===== config.mk =====
export PLATFORM = sky130hd
export DESIGN_NAME = digits_to_byte
export DESIGN_NICKNAME = d
export VERILOG_FILES = /design/src/rtl/digits_to_byte.sv
export SDC_FILE = /design/constraint.sdc
export NUM_CORES = 1
export LEC_CHECK = 0
export BUFFER_PORTS_ARGS = -buffer_cell sky130_fd_sc_hd__clkbuf_2
export CAP_MARGIN = 10
export CORE_UTILIZATION = 59
export DETAILED_ROUTE_END_ITERATION = 8
export MAX_ROUTING_LAYER = met4
export PLACE_DENSITY = 0.8
export SYNTH_ARGS = -nofsm -noshare
export SYNTH_HDL_FRONTEND = slang
export SYNTH_SLANG_ARGS = --single-unit

===== constraint.sdc =====
create_clock -name clk -period 3.6 [get_ports clk]
set_clock_uncertainty 0.05 [all_clocks]
set_input_delay 0.72 -clock clk [delete_from_list [all_inputs] [get_ports clk]]
set_output_delay 0.72 -clock clk [all_outputs]
set_load 0.005 [all_outputs]

===== src/rtl/digits_to_byte.sv =====
// Folds a most-significant-first stream of BCD digits into a 16-bit binary
// value and publishes it on a flush command with a one-cycle ready strobe.
module digits_to_byte (
   input  logic        clk,
   input  logic [3:0]  digit,
   input  logic        wen,
   input  logic        flush,
   output logic        ready,
   output logic [15:0] dout,
   input  logic        rst
);

   logic [15:0] acc_q, acc_d;
   logic [15:0] dout_q, dout_d;
   logic        ready_q, ready_d;
   logic [15:0] folded;

   // ready is a pure strobe with no back-pressure: it is high for exactly the
   // one cycle after each sampled flush, and dout is valid whenever it is high
   // (and holds that value until the next flush).
   always_comb begin
      folded = acc_q;
      if (wen && (digit <= 4'd9)) begin
         folded = (acc_q * 16'd10) + {12'd0, digit};
      end
      acc_d   = folded;
      dout_d  = dout_q;
      ready_d = 1'b0;
      if (flush) begin
         dout_d  = folded;
         ready_d = 1'b1;
         acc_d   = 16'd0;
      end
   end

   always_ff @(posedge clk) begin
      if (rst) begin
         acc_q   <= 16'd0;
         dout_q  <= 16'd0;
         ready_q <= 1'b0;
      end else begin
         acc_q   <= acc_d;
         dout_q  <= dout_d;
         ready_q <= ready_d;
      end
   end

   assign ready = ready_q;
   assign dout  = dout_q;

endmodule


==> key figures, run 1 <==
Status
  • Status: finished clean

Hold path
  • Worst hold path type: reg2reg
  • WHS Path Cells: 2
  • Hold path start: dout[6]$_SDFFE_PP0P_

Routing
  • Routed wire length per instance: 15.8 um
  • Drt drc: 0
  • Post-DRT Antenna Nets: 0
  • DRT iter0 DRCs: 129
  • Final wirelength: 5.44 mm
  • Vias: 2108
  • Avg Vias per Cell: 6.13
  • First-pass DRT Iterations: 4

Placed design
  • Final HPWL DP: 4.07 mm
  • DP Cell Count: 336
  • Number of port buffers: 24
  • Placer congestion estimate: 0.838

GRT
  • GR Util All Layers: 26.0%
  • Grt ovf: 0
  • Vias in the first global route: 1887
  • Largest net degree at the start of global routing: 24
  • First-pass GRT wire length: 8.25 mm
  • Initial antenna violation count: 0

Clock network
  • Max Buffers Root-to-Sink: 2
  • Num Clock Sinks: 33
  • CTS Buf Count: 5
  • TritonCTS clock tree: built
  • Root Buffer: clkbuf_8
  • H-tree level count: 2
  • Clock Latency Late Sink: 0.28 ns
  • Post-CTS Setup Bufs: 0
  • Clock transition at path regs: 0.07 ns

Worst setup path
  • Cell count along the critical path: 10
  • RR Endpoint: acc_q[15]$_SDFF_PP0_
  • Crit path cell chain: ha_1 -> ha_1 -> fa_1 -> a211oi_2 -> o21ai_0 -> nand4_1 -> or4b_4 -> or4b_4 -> xnor2_1 -> a21oi_1
  • Crit path arrival time: 3.56 ns
  • Crit path capture type: register
  • Family with the most delay on the worst path: simple AND/OR/NAND/NOR gates
  • Critical path endpoint: acc_q[15]$_SDFF_PP0_
  • CP Data Required Time: 3.69 ns
  • R2R depth: 10
  • Worst path bufs/invs: 0
  • Slowest cell on the critical path: or4b_4
  • Crit start category: register
  • Worst r2r src: acc_q[1]$_SDFF_PP0_
  • Worst R2R Setup Slack: 0.14 ns
  • Critical path fanouts, max: 4
  • Slowest Stage Delay on Critical Path: 0.55 ns
  • Crit path kind: reg2reg
  • Worst setup path startpoint: acc_q[1]$_SDFF_PP0_

Timing
  • Final Max Tran Viols: 0
  • Worst-Margin Slew: 0.729 ns
  • Post-route minimum period: 3.46 ns
  • Max_slew headroom: 51.3%
  • Highest achievable clock rate: 0.289 GHz
  • Final Hold Fails: 0
  • Setup-failing EPs final: 0
  • Crit share post-route: 96.2%

Synth
  • Post-synth top cells: 33 x dfxtp_1, 33 x nor2_1, 26 x ha_1
  • Syn avg cell area: 8.53 um^2
  • Seq/Total Area, Yosys: 28.2%
  • Mapped Nets: 311
  • Main synth FF type: dfxtp_1
  • #FFs+latches synth: 33
  • Post-synth EDFFs: 0
  • Fraction of registers with async set or reset after synthesis: 0%
  • Yosys cell types: 54
  • Mapped Area: 2350 um^2
  • Proportion of netlist area held by the largest area contributor: 28.2%
  • Synthesis Warnings: 0
  • Post-synthesis cell count: 275
  • Top cells by area, synth: dfxtp_1 28%, ha_1 14%, nor2_1 5.3%
  • Yosys top cell by area: dfxtp_1

Die
  • DIE WIDTH: 65.1 um
  • Chip Height: 65.1 um
  • Core Region: 3740 um^2
  • Die area: 4230 um^2
  • Initial Util: 62.7%
  • # rows: 22
  • IO Count: 25

Layout
  • Final core utilization: 69.0%
  • Area delta synth->final: 10.1%
  • Nets@finish: 331
  • Layout cells sized above 1: 15.5%
  • Post-Layout Cell Count: 344
  • Diodes inserted: 0

Power
  • Maximum VDD drop: 0.247 mV
  • P_sw: 209 uW
  • Clock share of power: 34.5%
  • Sequential Power Share: 50.5%
  • Switching Share: 27.3%
  • Leakage power: 1.19 nW
  • Total power divided by cell area: 296 nW/um^2
  • Cell-internal power: 556 uW
  • Comb pwr share: 15.0%

Flow run
  • Max Cap Viol: 0
-- cell type report --
type / count / area [um^2]
clock inverters: 2 / 10.0
flip-flops and latches: 33 / 661
well taps: 48 / 60.1
repair buffers: 25 / 128
fillers: 327 / 1160
clock buffers: 6 / 72.6
inverters: 6 / 22.5
multi-input cells: 224 / 1630
-- metrics by stage --
stage | cell area, um^2 | power (mW) | TNS (ns) | setup WS [ns] | hold slack (ns)
2_1_floorplan | 2350 | 0.473 | 0 | 0.346 | 0.399
3_3_place_gp | 2490 | 0.502 | 0 | 0.225 | 0.390
3_5_place_dp | 2490 | 0.506 | 0 | 0.138 | 0.396
4_1_cts | 2570 | 0.764 | 0 | 0.115 | 0.412
5_1_grt | 2580 | 0.797 | -0.00661 | -0.00661 | 0.451
6_report | 2580 | 0.765 | 0 | 0.138 | 0.409
-- power groups by stage --
stage	clock network, mW	logic [mW]	registers, mW
floorplan	0	0.0810	0.392
global placement	0	0.108	0.393
detailed placement	0	0.112	0.394
CTS	0.265	0.114	0.386
global route	0.285	0.125	0.387
finish	0.264	0.115	0.386
-- layout by cell type (no fill, tap or decap), drive strengths merged, types with 4 or more instances in the layout --
| master | netlist | layout |
|---|---|---|
| nand2 | 16 | 16 |
| a21o | 6 | 6 |
| dfxtp | 33 | 33 |
| mux2i | 4 | 4 |
| and3 | 6 | 6 |
| nor2b | 7 | 7 |
| nor3 | 6 | 6 |
| a21oi | 23 | 23 |
| clkbuf | 12 | 30 |
| inv | 6 | 6 |
| xor2 | 7 | 7 |
| o21ai | 15 | 15 |
| nand3 | 4 | 4 |
| nor2 | 33 | 33 |
| a211oi | 11 | 11 |
| xnor2 | 9 | 9 |
| and2 | 4 | 4 |
| ha | 26 | 26 |
-- worst register-to-register path: stages (launching register included) --
cell	delay, ns
dfxtp_1	0.33
ha_1	0.30
ha_1	0.24
fa_1	0.46
a211oi_2	0.31
o21ai_0	0.19
nand4_1	0.14
or4b_4	0.51
or4b_4	0.55
xnor2_1	0.18
a21oi_1	0.08
-- routing by layer --
layer / vias up / GRT usage [%] / part of all wire, %
li1: 1048 / - / -
met1: 1005 / 28.9 / 44
met2: 46 / 47.1 / 52
met3: 9 / 4.93 / 3.1
met4: 0 / 6.79 / 1.1
met5: - / - / 0
-- flip-flops by register name (all words and copies together), names as in the netlist --
| name | count |
|---|---|
| acc_q | 16 |
| dout | 16 |
| ready | 1 |
-- kinds of logic (layout without fill, tap and decap cells) --
| logic type | count (synthesis) | after routing | share of synthesized area (%) |
|---|---|---|---|
| and+or+nand+nor | 94 | 94 | 20.7 |
| AOI/OAI and AO/OA | 81 | 81 | 24.0 |
| DFF | 33 | 33 | 28.2 |
| adders and majority gates | 28 | 28 | 15.6 |
| buffers and inverters | 18 | 39 | 2.88 |
| xor gates and xnor gates | 17 | 17 | 6.93 |
| muxes | 4 | 4 | 1.71 |
-- worst min-delay path by stage --
stage,endpoint
global placement,dout[6]$_SDFFE_PP0P_
CTS,dout[6]$_SDFFE_PP0P_
detailed placement,dout[6]$_SDFFE_PP0P_
floorplan,dout[3]$_SDFFE_PP0P_
global route,dout[3]$_SDFFE_PP0P_
finish,dout[6]$_SDFFE_PP0P_
-- repair_timing --
item / 4_1_cts / 5_1_grt
endpoints found under the hold margin: 0 / 0
hold buffers: 0 / 0
endpoints found under the setup margin: 0 / 2
gates resized for setup: 0 / 2
No activity file was read; power rests on OpenSTA's default activity.
==> run 2, diff against run 1 <==
--- a/config.mk
+++ b/config.mk
@@ -7,10 +7,11 @@
 export LEC_CHECK = 0
 export BUFFER_PORTS_ARGS = -buffer_cell sky130_fd_sc_hd__clkbuf_2
 export CAP_MARGIN = 10
-export CORE_UTILIZATION = 59
+export CORE_UTILIZATION = 61
+export CTS_BUF_LIST = sky130_fd_sc_hd__clkbuf_4 sky130_fd_sc_hd__clkbuf_8
 export DETAILED_ROUTE_END_ITERATION = 8
 export MAX_ROUTING_LAYER = met4
-export PLACE_DENSITY = 0.8
+export PLACE_DENSITY = 0.82
 export SYNTH_ARGS = -nofsm -noshare
 export SYNTH_HDL_FRONTEND = slang
 export SYNTH_SLANG_ARGS = --single-unit
==> key figures, run 2 (synthesized netlist as in run 1, its figures left out) <==
Clock network
  • TritonCTS clock tree: built
  • CTS Buf Count: 5 (unchanged)
  • Clock transition at path regs: 0.07 ns (about the same)
  • H-tree level count: 2 (unchanged)
  • Max Buffers Root-to-Sink: 2 (unchanged)
  • CTS Hold Bufs: 0 (unchanged)
  • Num Clock Sinks: 33 (unchanged)
  • Clock Latency Late Sink: 0.28 ns (about the same)
  • Root Buffer: clkbuf_8

Timing
  • Setup-failing EPs final: 0 (unchanged)
  • Final Worst Setup Slack: 0.170 ns (+0.0320 ns)
  • Max_slew headroom: 54.8% (+3.5 points)
  • Post-route minimum period: 3.43 ns (-0.0320 ns)
  • Worst-Margin Slew: 0.677 ns (-0.0522 ns)
  • Crit share post-route: 95.3% (-0.89 points)
  • Final TNS setup: 0 ns (unchanged)
  • Highest achievable clock rate: 0.292 GHz (+0.93%)
  • Final Hold Fails: 0 (unchanged)
  • Final Max Tran Viols: 0 (unchanged)
  • RSZ-0062 raised after global routing: no

Worst setup path
  • Crit path arrival time: 3.52 ns (-0.04 ns)
  • Slowest Stage Delay on Critical Path: 0.55 ns (about the same)
  • Crit path capture type: register
  • Slowest cell on the critical path: or4b_4
  • Crit path kind: reg2reg
  • CP Data Required Time: 3.69 ns (about the same)
  • Crit path cell chain: ha_1 -> ha_1 -> fa_1 -> a211oi_2 -> o21ai_0 -> nand4_1 -> or4b_4 -> or4b_4 -> xnor2_1 -> a21oi_1
  • Worst path bufs/invs: 0 (unchanged)
  • Family with the most delay on the worst path: simple AND/OR/NAND/NOR gates
  • Critical path fanouts, max: 4 (unchanged)
  • Crit start category: register

GRT
  • Initial antenna violation count: 0 (unchanged)
  • Grt ovf: 0 (unchanged)
  • Largest net degree at the start of global routing: 24 (unchanged)
  • Vias in the first global route: 1889 (+0.11%)
  • First-pass GRT wire length: 8.38 mm (+1.5%)
  • GR Util All Layers: 26.7% (+0.77 points)

Placed design
  • DP Area: 2490 um^2 (unchanged)
  • Pre-CTS worst setup slack: 0.0840 ns (-0.0535 ns)
  • Placer congestion estimate: 0.846 (+0.89%)
  • Final HPWL DP: 3.91 mm (-3.9%)
  • Number of port buffers: 24 (unchanged)

Routing
  • First-pass DRT Iterations: 4 (unchanged)
  • DRT iter0 DRCs: 101 (-22%)
  • Drt drc: 0 (unchanged)
  • Routed wire length per instance: 14.6 um (-7.6%)
  • Post-DRT Antenna Nets: 0 (unchanged)
  • Vias: 2046 (-2.9%)
  • Final wirelength: 5.04 mm (-7.3%)
  • Avg Vias per Cell: 5.93 (-3.2%)

Die
  • DIE WIDTH: 64.0 um (-1.6%)
  • # rows: 22 (unchanged)
  • Chip Height: 64.0 um (-1.6%)
  • Core Region: 3660 um^2 (-2.2%)
  • Initial Util: 64.1% (+1.4 points)
  • Die area: 4100 um^2 (-3.2%)
  • IO Count: 25 (unchanged)

Power
  • Total power divided by cell area: 297 nW/um^2 (+0.10%)
  • Total power: 769 uW (+0.54%)
  • Leakage power: 1.20 nW (+0.63%)
  • Maximum VDD drop: 0.239 mV (-3.4%)

Layout
  • Final core utilization: 70.8% (+1.9 points)
  • Most frequent cells in the layout: 33 x nor2_1, 33 x dfxtp_1, 26 x ha_1
  • Nets@finish: 332 (+0.30%)
  • Area delta synth->final: 10.6%
  • Diodes inserted: 0 (unchanged)
  • Layout cells sized above 1: 16.2% (+0.62 points)
  • Final instance area: 2590 um^2 (+0.44%)

Flow run
  • Max Cap Viol: 0 (unchanged)

Hold path
  • Worst hold path type: reg2reg

Status
  • Status: finished clean
-- run 2: cell count changes in the layout (fill, tap and decap cells not counted), sizes merged --
cell and change:
buf +1
-- run 2: path summary, 6_finish.rpt --
kind,start,to,slack (ns),cells past startpoint
hold reg to reg,dout[6]$_SDFFE_PP0P_,dout[6]$_SDFFE_PP0P_,0.40,2
hold / removal,dout[6]$_SDFFE_PP0P_,dout[6]$_SDFFE_PP0P_,0.40,2
setup / recovery,acc_q[1]$_SDFF_PP0_,acc_q[15]$_SDFF_PP0_,0.17,10
setup reg to reg,acc_q[1]$_SDFF_PP0_,acc_q[15]$_SDFF_PP0_,0.17,10
-- run 2: per-layer routing --
metal  vias up  wire length [um]  part of all wire (%)  GRT usage, %
met5         -                 0                     0             -
met2        30              2550                    51          44.7
li1       1055                 -                     -             -
met4         0                52                   1.0          8.24
met1       954              2320                    46          32.3
met3         7               118                   2.3          5.36
-- run 2: worst min-delay path, stage by stage, from the launching register on --
cell and delay (ns):
dfxtp_1 0.33, nand2_1 0.04, o21ai_0 0.05
-- run 2: final cells by class --
cell class	instances	area, um^2
multi-input cells	224	1630
fillers	298	1070
flip-flops and latches	33	661
repair buffers	26	135
clock buffers	6	76.3
well taps	48	60.1
inverters	6	22.5
clock inverters	2	10.0
-- run 2: report_power, final --
| part | switching, mW | internal (mW) |
|---|---|---|
| Sequential | 0.00827 | 0.377 |
| Combinational | 0.0675 | 0.0446 |
| Clock | 0.130 | 0.141 |
| Total | 0.206 | 0.563 |
-- run 2: per-stage QoR --
stage                     hold WS [ns]  std cells
after CTS                        0.413        344
after detailed placement         0.396        336
after floorplan                  0.399        275
after global routing             0.457        345
final                            0.405        345
after global placement           0.390        336
-- run 2: timing repair --
action                                  in CTS  in global routing
endpoints found under the setup margin       0                  3
setup buffers                                0                  1
gates resized for setup                      0                  2
==> run 3, diff against run 2 <==
--- a/config.mk
+++ b/config.mk
@@ -11,7 +11,7 @@
 export CTS_BUF_LIST = sky130_fd_sc_hd__clkbuf_4 sky130_fd_sc_hd__clkbuf_8
 export DETAILED_ROUTE_END_ITERATION = 8
 export MAX_ROUTING_LAYER = met4
-export PLACE_DENSITY = 0.82
+export PLACE_DENSITY = 0.81
 export SYNTH_ARGS = -nofsm -noshare
 export SYNTH_HDL_FRONTEND = slang
 export SYNTH_SLANG_ARGS = --single-unit
==> key figures, run 3 (synthesized netlist as in run 1, its figures left out) <==
Clock network
  • Clock Latency Late Sink: 0.28 ns (about the same)
  • H-tree level count: 2 (unchanged)
  • Root Buffer: clkbuf_8
  • Max Buffers Root-to-Sink: 2 (unchanged)
  • Clock transition at path regs: 0.06 ns (about the same)
  • CTS Hold Bufs: 0 (unchanged)
  • TritonCTS clock tree: built
  • Num Clock Sinks: 33 (unchanged)
  • CTS Buf Count: 5 (unchanged)

Routing
  • Final wirelength: 5.18 mm (+2.6%)
  • Routed wire length per instance: 15.0 um (+2.9%)
  • DRT iter0 DRCs: 151 (+50%)
  • Post-DRT Antenna Nets: 0 (unchanged)
  • Drt drc: 0 (unchanged)
  • Vias: 2076 (+1.5%)
  • First-pass DRT Iterations: 4 (unchanged)
  • Avg Vias per Cell: 6.03 (+1.8%)

GRT
  • Initial antenna violation count: 0 (unchanged)
  • First-pass GRT wire length: 8.49 mm (+1.3%)
  • GR Util All Layers: 27.3% (+0.52 points)
  • Grt ovf: 0 (unchanged)
  • Vias in the first global route: 1888 (-0.053%)
  • Largest net degree at the start of global routing: 24 (unchanged)

Layout
  • Area delta synth->final: 10.2%
  • Diodes inserted: 0 (unchanged)
  • Layout cells sized above 1: 15.9% (-0.28 points)
  • Layout fillers: 296 (-0.67%)
  • Multi-input gate area: 1630 um^2 (unchanged)
  • Final instance area: 2590 um^2 (-0.29%)
  • Most frequent cells in the layout: 33 x nor2_1, 33 x dfxtp_1, 26 x ha_1
  • Nets@finish: 331 (-0.30%)
  • FF+latch area: 661 um^2 (unchanged)

Timing
  • Final Max Tran Viols: 0 (unchanged)
  • Final Hold Fails: 0 (unchanged)
  • Crit share post-route: 95.1% (-0.15 points)
  • Final TNS setup: 0 ns (unchanged)
  • Highest achievable clock rate: 0.292 GHz (+0.15%)
  • Final hold slack: 0.407 ns (+0.00231 ns)
  • Post-route minimum period: 3.42 ns (-0.00523 ns)
  • Setup-failing EPs final: 0 (unchanged)
  • Max_slew headroom: 52.7% (-2.1 points)
  • RSZ-0062 raised after global routing: no
  • Final Worst Setup Slack: 0.175 ns (+0.00523 ns)
  • Worst-Margin Slew: 0.708 ns (+0.0316 ns)

Power
  • Maximum VDD drop: 0.399 mV (+67%)
  • Leakage power: 1.20 nW (-0.39%)
  • Total power divided by cell area: 297 nW/um^2 (+0.13%)

Die
  • Initial Util: 64.1% (unchanged)
  • DIE WIDTH: 64.0 um (unchanged)
  • Chip Height: 64.0 um (unchanged)
  • IO Count: 25 (unchanged)
  • Core Region: 3660 um^2 (unchanged)
  • # rows: 22 (unchanged)
  • Die area: 4100 um^2 (unchanged)

Status
  • Status: finished clean

Placed design
  • DP Area: 2490 um^2 (unchanged)
  • Placer congestion estimate: 0.866 (+2.4%)
  • Final HPWL DP: 3.91 mm (about the same)
  • Number of port buffers: 24 (unchanged)
  • Pre-CTS worst setup slack: 0.132 ns (+0.0479 ns)

Worst setup path
  • Crit path capture type: register
  • Worst path bufs/invs: 0 (unchanged)
  • Crit start category: register
  • Critical path fanouts, max: 4 (unchanged)
  • Crit path kind: reg2reg
  • Slowest Stage Delay on Critical Path: 0.55 ns (about the same)
  • Crit path arrival time: 3.51 ns (about the same)
  • Slowest cell on the critical path: or4b_4
  • Family with the most delay on the worst path: simple AND/OR/NAND/NOR gates
  • CP Data Required Time: 3.69 ns (about the same)
  • Crit path cell chain: ha_1 -> ha_1 -> fa_1 -> a211oi_2 -> o21ai_1 -> nand4_1 -> or4b_4 -> or4b_4 -> xnor2_1 -> a21oi_1

Hold path
  • Worst hold path type: reg2reg

Flow run
  • Max Cap Viol: 0 (unchanged)
-- run 3: changes by cell type in the layout (fill, tap and decap cells not counted), sizes merged --
cell	previous run	this run
buf	2	1
-- run 3: worst paths after layout --
check | startpoint | end | slack (ns) | cells past startpoint
min | dout[3]$_SDFFE_PP0P_ | dout[3]$_SDFFE_PP0P_ | 0.41 | 2
max reg2reg | acc_q[1]$_SDFF_PP0_ | acc_q[15]$_SDFF_PP0_ | 0.18 | 10
min reg2reg | dout[3]$_SDFFE_PP0P_ | dout[3]$_SDFFE_PP0P_ | 0.41 | 2
max | acc_q[1]$_SDFF_PP0_ | acc_q[15]$_SDFF_PP0_ | 0.18 | 10
-- run 3: layer usage --
layer	up-vias	global-route usage, %	part of all wire [%]
li1	1051	-	-
met1	985	32.2	45
met2	33	47.5	52
met3	7	4.82	2.6
met4	0	7.10	1.1
met5	-	-	0
-- run 3: stage by stage --
stage | cells | util, % | total power [mW]
global placement | 336 | 68.0 | 0.502
floorplan | 275 | - | 0.473
detailed placement | 336 | 68.0 | 0.505
finish | 344 | 70.6 | 0.768
CTS | 344 | 70.3 | 0.771
global route | 344 | 70.6 | 0.806
-- run 3: report_power, final --
part,leakage (nW),switching (mW),internal [mW]
clock,0.0484,0.127,0.141
sequential,0.268,0.00841,0.377
combinational,0.881,0.0686,0.0447
-- run 3: repair_timing --
item / CTS / global route
setup endpoints to repair: 0 / 2
setup buffers: 0 / 0
hold endpoints to repair: 0 / 0
gates resized for setup: 0 / 3
-- run 3: area by class of cell --
cell class	instances	share of cell area, %
Tap cell	48	2.32
Clock buffer	6	2.95
Multi-Input combinational cell	224	63.0
Clock inverter	2	0.387
Inverter	6	0.871
Sequential cell	33	25.5
Timing Repair Buffer	25	4.93
-- run 3: worst reg2reg max path, cell delays in order, from the launching register on --
cell and delay (ns):
dfxtp_1 0.33, ha_1 0.30, ha_1 0.24, fa_1 0.46
a211oi_2 0.33, o21ai_1 0.16, nand4_1 0.11, or4b_4 0.49
or4b_4 0.55, xnor2_1 0.17, a21oi_1 0.08
